## config.mk

```make
export PLATFORM = sky130hd
export DESIGN_NAME = regfile_sb
export DESIGN_NICKNAME = d
export VERILOG_FILES = /design/src/rtl/regfile_pkg.sv /design/src/rtl/regfile_sb_checker.sv /design/src/rtl/regfile_scoreboard.sv /design/src/rtl/regfile_sb.sv
export SDC_FILE = /design/constraint.sdc
export NUM_CORES = 2
export LEC_CHECK = 0
export BUFFER_PORTS_ARGS = -buffer_cell sky130_fd_sc_hd__buf_2
export CAP_MARGIN = 40
export CORE_MARGIN = 3
export CORE_UTILIZATION = 60
export DETAILED_ROUTE_END_ITERATION = 12
export PLACE_DENSITY = 0.85
export SYNTH_ARGS = -nofsm -noshare
export SYNTH_HDL_FRONTEND = slang
export SYNTH_SLANG_ARGS = --single-unit
```

## constraint.sdc

```tcl
create_clock -name clk -period 9.9 [get_ports clk]
set_input_delay 0.495 -clock clk [delete_from_list [all_inputs] [get_ports clk]]
set_output_delay 0.495 -clock clk [all_outputs]
set_load 0.03 [all_outputs]
```

## src/rtl/regfile_pkg.sv

```systemverilog
// Shared constants and helpers for the scoreboarded register file.
package regfile_pkg;

    localparam int XLEN_DEF = 32;
    localparam int NREG_DEF = 32;
    localparam int ZERO_IDX = 0;

    // Index width for a register count (ceil(log2(nreg)), minimum 1).
    function automatic int calc_aw(input int nreg);
        int aw;
        aw = 1;
        for (int i = 1; i < 31; i++) begin
            if ((32'sd1 << i) < nreg) begin
                aw = i + 1;
            end else begin
                aw = aw;
            end
        end
        return aw;
    endfunction

endpackage

```

## src/rtl/regfile_sb_checker.sv

```systemverilog
// Invariants of the scoreboard state: count matches busy bits, x0 never busy.
module regfile_sb_checker
    import regfile_pkg::*;
#(
    parameter int NREG = NREG_DEF,
    localparam int AW = calc_aw(NREG)
) (
    input logic            clk,
    input logic            rst_n,
    input logic [NREG-1:0] busy,
    input logic [AW:0]     pending_cnt
);

    a_cnt_matches_busy: assert property (@(posedge clk) disable iff (!rst_n)
        int'(pending_cnt) == $countones(busy));

    a_zero_never_busy: assert property (@(posedge clk) disable iff (!rst_n)
        !busy[0]);

    a_cnt_bounded: assert property (@(posedge clk) disable iff (!rst_n)
        int'(pending_cnt) <= NREG - 1);

endmodule

```

## src/rtl/regfile_scoreboard.sv

```systemverilog
// Busy bits, allocation handshake and outstanding-write counter.
// Honours REGFILE_SB_BYPASS_EN: a same-cycle write hides the busy bit on a read port.
module regfile_scoreboard
    import regfile_pkg::*;
#(
    parameter int NREG = NREG_DEF,
    localparam int AW = calc_aw(NREG)
) (
    input  logic          clk,
    input  logic          rst_n,
    input  logic          wb_en,
    input  logic [AW-1:0] wb_idx,
    input  logic          alloc_valid,
    input  logic [AW-1:0] alloc_idx,
    input  logic [AW-1:0] rs1_idx,
    input  logic [AW-1:0] rs2_idx,
    output logic          alloc_ready,
    output logic          rs1_busy,
    output logic          rs2_busy,
    output logic [AW:0]   pending_cnt
);

    logic [NREG-1:0] busy_r;
    logic [NREG-1:0] busy_nxt_s;
    logic [AW:0]     cnt_r;
    logic [AW:0]     cnt_nxt_s;
    logic            alloc_fire_s;
    logic            wb_clr_s;
    logic            cnt_inc_s;
    logic            cnt_dec_s;

    // Handshake and event decode, all against the pre-edge busy bits.
    always_comb begin
        alloc_ready  = 1'b1;
        alloc_fire_s = 1'b0;
        wb_clr_s     = 1'b0;
        cnt_dec_s    = 1'b0;
        if (alloc_idx == AW'(ZERO_IDX)) begin
            alloc_ready = 1'b1;
        end else begin
            alloc_ready = ~busy_r[alloc_idx];
        end
        if (alloc_valid && alloc_ready && (alloc_idx != AW'(ZERO_IDX))) begin
            alloc_fire_s = 1'b1;
        end else begin
            alloc_fire_s = 1'b0;
        end
        if (wb_en && (wb_idx != AW'(ZERO_IDX))) begin
            wb_clr_s  = 1'b1;
            cnt_dec_s = busy_r[wb_idx];
        end else begin
            wb_clr_s  = 1'b0;
            cnt_dec_s = 1'b0;
        end
        // A firing allocation implies its bit was clear, so it always counts up.
        cnt_inc_s = alloc_fire_s;
    end

    // Next busy vector and count; a same-index allocate is applied after the clear so set wins.
    always_comb begin
        busy_nxt_s = busy_r;
        cnt_nxt_s  = cnt_r;
        if (wb_clr_s) begin
            busy_nxt_s[wb_idx] = 1'b0;
        end else begin
            busy_nxt_s = busy_nxt_s;
        end
        if (alloc_fire_s) begin
            busy_nxt_s[alloc_idx] = 1'b1;
        end else begin
            busy_nxt_s = busy_nxt_s;
        end
        case ({cnt_inc_s, cnt_dec_s})
            2'b10:   cnt_nxt_s = cnt_r + {{AW{1'b0}}, 1'b1};
            2'b01:   cnt_nxt_s = cnt_r - {{AW{1'b0}}, 1'b1};
            default: cnt_nxt_s = cnt_r;
        endcase
    end

    // State register with synchronous clear.
    always_ff @(posedge clk) begin
        if (!rst_n) begin
            busy_r <= {NREG{1'b0}};
            cnt_r  <= {(AW+1){1'b0}};
        end else begin
            busy_r <= busy_nxt_s;
            cnt_r  <= cnt_nxt_s;
        end
    end

    // Per-port busy view.
    always_comb begin
        rs1_busy = busy_r[rs1_idx];
        rs2_busy = busy_r[rs2_idx];
`ifdef REGFILE_SB_BYPASS_EN
        if (wb_clr_s && (wb_idx == rs1_idx)) begin
            rs1_busy = 1'b0;
        end else begin
            rs1_busy = busy_r[rs1_idx];
        end
        if (wb_clr_s && (wb_idx == rs2_idx)) begin
            rs2_busy = 1'b0;
        end else begin
            rs2_busy = busy_r[rs2_idx];
        end
`endif
    end

    assign pending_cnt = cnt_r;

    regfile_sb_checker #(.NREG(NREG)) u_chk (
        .clk         (clk),
        .rst_n       (rst_n),
        .busy        (busy_r),
        .pending_cnt (cnt_r)
    );

endmodule

```

## src/rtl/regfile_sb.sv

```systemverilog
// Parametrised integer register file with read-after-write scoreboard.
// Optional REGFILE_SB_BYPASS_EN forwards same-cycle writeback data to the read ports.
module regfile_sb
    import regfile_pkg::*;
#(
    parameter int XLEN = XLEN_DEF,
    parameter int NREG = NREG_DEF,
    localparam int AW = calc_aw(NREG)
) (
    input  logic            clk,
    input  logic            rst_n,
    input  logic            wb_en,
    input  logic [AW-1:0]   wb_idx,
    input  logic [XLEN-1:0] wb_data,
    input  logic            alloc_valid,
    input  logic [AW-1:0]   alloc_idx,
    output logic            alloc_ready,
    input  logic [AW-1:0]   rs1_idx,
    input  logic [AW-1:0]   rs2_idx,
    output logic [XLEN-1:0] rs1_data,
    output logic [XLEN-1:0] rs2_data,
    output logic            rs1_busy,
    output logic            rs2_busy,
    output logic [AW:0]     pending_cnt
);

    logic [XLEN-1:0] regs_r [NREG];
    logic            wb_hit_s;

    assign wb_hit_s = wb_en && (wb_idx != AW'(ZERO_IDX));

    // Data array: synchronous clear, x0 writes dropped.
    always_ff @(posedge clk) begin
        if (!rst_n) begin
            for (int i = 0; i < NREG; i++) begin
                regs_r[i] <= {XLEN{1'b0}};
            end
        end else if (wb_hit_s) begin
            regs_r[wb_idx] <= wb_data;
        end
    end

    // Read port 1.
    always_comb begin
        rs1_data = {XLEN{1'b0}};
        if (rs1_idx == AW'(ZERO_IDX)) begin
            rs1_data = {XLEN{1'b0}};
`ifdef REGFILE_SB_BYPASS_EN
        end else if (wb_hit_s && (wb_idx == rs1_idx)) begin
            rs1_data = wb_data;
`endif
        end else begin
            rs1_data = regs_r[rs1_idx];
        end
    end

    // Read port 2.
    always_comb begin
        rs2_data = {XLEN{1'b0}};
        if (rs2_idx == AW'(ZERO_IDX)) begin
            rs2_data = {XLEN{1'b0}};
`ifdef REGFILE_SB_BYPASS_EN
        end else if (wb_hit_s && (wb_idx == rs2_idx)) begin
            rs2_data = wb_data;
`endif
        end else begin
            rs2_data = regs_r[rs2_idx];
        end
    end

    regfile_scoreboard #(.NREG(NREG)) u_sb (
        .clk         (clk),
        .rst_n       (rst_n),
        .wb_en       (wb_en),
        .wb_idx      (wb_idx),
        .alloc_valid (alloc_valid),
        .alloc_idx   (alloc_idx),
        .rs1_idx     (rs1_idx),
        .rs2_idx     (rs2_idx),
        .alloc_ready (alloc_ready),
        .rs1_busy    (rs1_busy),
        .rs2_busy    (rs2_busy),
        .pending_cnt (pending_cnt)
    );

endmodule
```

==> results.json <==
{
  "end_kind": "output port",
  "period_share": 0.457,
  "drtPass1Iterations": 6,
  "grtUsageTotal": 0.361,
  "area_delta_synth_final_pct": 10.6,
  "cts_sinks": 1062,
  "power.share.clock": 0.376,
  "rows": 112,
  "yosysTopAreaCellShare": 0.539,
  "synth_edf_count": 1024,
  "post_dp_cell_area_sq_um": 59700,
  "p_int_mw": 8.05,
  "syn-cell-area_sq_um": 57000,
  "multi_input_area_sq_um": 24300,
  "crit_type": "primary input to output port",
  "cp-start-kind": "primary input",
  "cp_slowest_stage_delay_ns": 0.68,
  "htreeDepth": 3,
  "drt_first_iter_violations": 6683,
  "post_drt_wl_per_cell_microns": 35.5,
  "swShare": 0.252,
  "peakVddDrop_mv": 0.165,
  "drv_cap": 0,
  "syn_avg_cell_area_sq_um": 15.7,
  "vias": 36700,
  "clk_pin_slew_ns": 0.06,
  "drv_slew": 0,
  "drcViolationCount": 0,
  "fin_crit_ns": 4.52,
  "final_hold_viol_count": 0,
  "cts-buffers-inserted": 104,
  "post-synth-top-count-cell": "edfxtp_1",
  "gp_congestion": 0.860,
  "insertion_delay_ns": 0.72,
  "seqCellArea_sq_um": 31500,
  "grt_max_degree": 154,
  "syn_inst": 3633,
  "max_freq_mhz": 221,
  "dieArea_sq_um": 98800,
  "grt_pass1_wl_microns": 254000,
  "grt-ovfl-total": 0,
  "final_nets": 3687,
  "min_path_type": "primary input to register",
  "power_density_nw_per_um2": 171,
  "initial_core_util": 0.608,
  "slew_headroom": 0.235,
  "antenna_found_initial": 16,
  "die_h_microns": 314,
  "finalInstanceArea_sq_um": 63100,
  "synthTopCellsByCount": "edfxtp_1 (1,024), and2_1 (994), mux4_2 (605), clkbuf_1 (287), nand2_1 (138)",
  "critPathMaxFanout": 85,
  "fillers": 5716,
  "cpMostUsedCell": "buf_4",
  "combPwrFrac": 0.130,
  "tritoncts": "built",
  "rsz0062_at_grt": "no",
  "die_x_microns": 314,
  "setup_viol": 0,
  "place.port_buffers": 128,
  "p_switching_mw": 2.71,
  "postRouteAntennaNets": 0,
  "ioPinCount": 129,
  "place_hpwl_microns": 101000,
  "synth_cell_types": 47,
  "status": "finished clean",
  "r2r_setup_slack_ns": 6.70,
  "ys.flop_type": "edfxtp_1",
  "cellLeakagePower_nw": 21.5,
  "post_cts_buffers": 0,
  "cts-root-buf": "clkbuf_16",
  "cts_resized": 0,
  "ys_top_cells_by_area": "edfxtp_1 (54%), mux4_2 (24%), and2_1 (11%)",
  "yosys.area.top_type": "edfxtp_1",
  "worstPathRequired_ns": 9.41,
  "finalSetupTns_ns": 0,
  "via_per_inst": 7.40,
  "synth_sequential_area_ratio": 0.553,
  "seqPwrFrac": 0.494,
  "async_flop_share": 0,
  "cts_max_path_buffers": 3,
  "cp_cell_sequence": "buf_8 > buf_4 > buf_16 > buf_4 > mux4_2 > mux2_2 > a22oi_1 > nand2_1 > buf_2",
  "skew_ns": 0.0370,
  "drive_gt1_frac": 0.324,
  "crit_arrival_ns": 4.03,
  "yosysWarnings": 0,
  "ys_ff_latch": 1062,
  "grt_pass1_vias": 37600,
  "slowest_stage": "buf_8",
  "core_area_sq_um": 93700,
  "hold_buffers": 0,
  "worst_pin_slew_ns": 1.15,
  "detail_route.wirelength_microns": 176000
}
==> cell usage in the layout, fill, tap and decap left out, drive strengths merged, types with 44 or more instances in the layout <==
cell type	count
edfxtp	1024
and2	994
mux4	605
buf	239
nand2	138
mux2	133
clkbuf	131
a22oi	64
inv	50
nor2	44
==> stage by stage <==
stage / utilization / setup slack (ns) / hold slack (ns) / std cells / power [mW]
finish: 0.673 / 5.38 / 0.142 / 4968 / 10.8
global route: 0.673 / 5.16 / 0.145 / 4967 / 11.0
CTS: 0.673 / 5.40 / 0.114 / 4960 / 10.7
detailed placement: 0.636 / 5.45 / 0.473 / 4772 / 6.75
global placement: 0.628 / 5.15 / 0.452 / 4741 / 6.67
floorplan: - / 5.67 / 0.460 / 3664 / 6.28
==> sequential cells by signal, indices dropped and copies added, names as in the netlist <==
| name | flops |
|---|---|
| regs_r | 1024 |
| u_sb.busy_r | 32 |
| u_sb.pending_cnt | 6 |
==> routing by layer <==
layer	up-vias	track usage	wire length, microns	share of wire
met5	-	0.000988	41	0.00023
li1	13900	-	-	-
met2	3723	0.556	82500	0.47
met4	6	0.211	11800	0.067
met3	852	0.121	28500	0.16
met1	18200	0.450	53600	0.30
==> cell families after synthesis <==
logic type / count (synthesis) / synth area share
DFF: 1062 / 0.553
AOI/OAI and AO/OA: 151 / 0.0188
buffers and inverters: 429 / 0.0321
muxes: 751 / 0.267
xor gates and xnor gates: 2 / 0.000307
other: 1 / 0.0000658
adders and majority gates: 6 / 0.00145
and+or+nand+nor: 1231 / 0.127
==> worst max-delay path, delay by kind of cell <==
| kind | cells | cell delay [ns] |
|---|---|---|
| buf+inv | 5 | 2.06 |
| mux | 2 | 0.86 |
| simple gates | 1 | 0.22 |
| compound gates | 1 | 0.19 |
==> power groups by stage <==
stage | Clock (mW) | Sequential, mW | Combinational, mW
after floorplan | 0 | 5.35 | 0.932
after global placement | 0 | 5.36 | 1.32
after detailed placement | 0 | 5.39 | 1.36
after CTS | 4.03 | 5.30 | 1.37
after global routing | 4.21 | 5.33 | 1.44
final | 4.04 | 5.32 | 1.40
==> worst paths after layout <==
check / cells after the start / start / end
max: 9 / rs1_idx[0] / rs1_data[3]
min: 2 / rst_n / u_sb.pending_cnt[4]$_SDFFE_PN0P_
max reg2reg: 12 / u_sb.busy_r[26]$_SDFF_PN0_ / u_sb.pending_cnt[5]$_SDFFE_PN0P_
min reg2reg: 2 / u_sb.pending_cnt[5]$_SDFFE_PN0P_ / u_sb.pending_cnt[5]$_SDFFE_PN0P_
==> cell type report <==
cell class,instances,share of cell area
Tap cell,1254,0.0249
Antenna cell,7,0.000278
Inverter,45,0.00268
Timing Repair Buffer,239,0.0331
Clock inverter,57,0.0108
Multi-Input combinational cell,2173,0.386
Sequential cell,1062,0.499
Clock buffer,131,0.0432
Note: power is estimated with default switching activity, not from simulation.
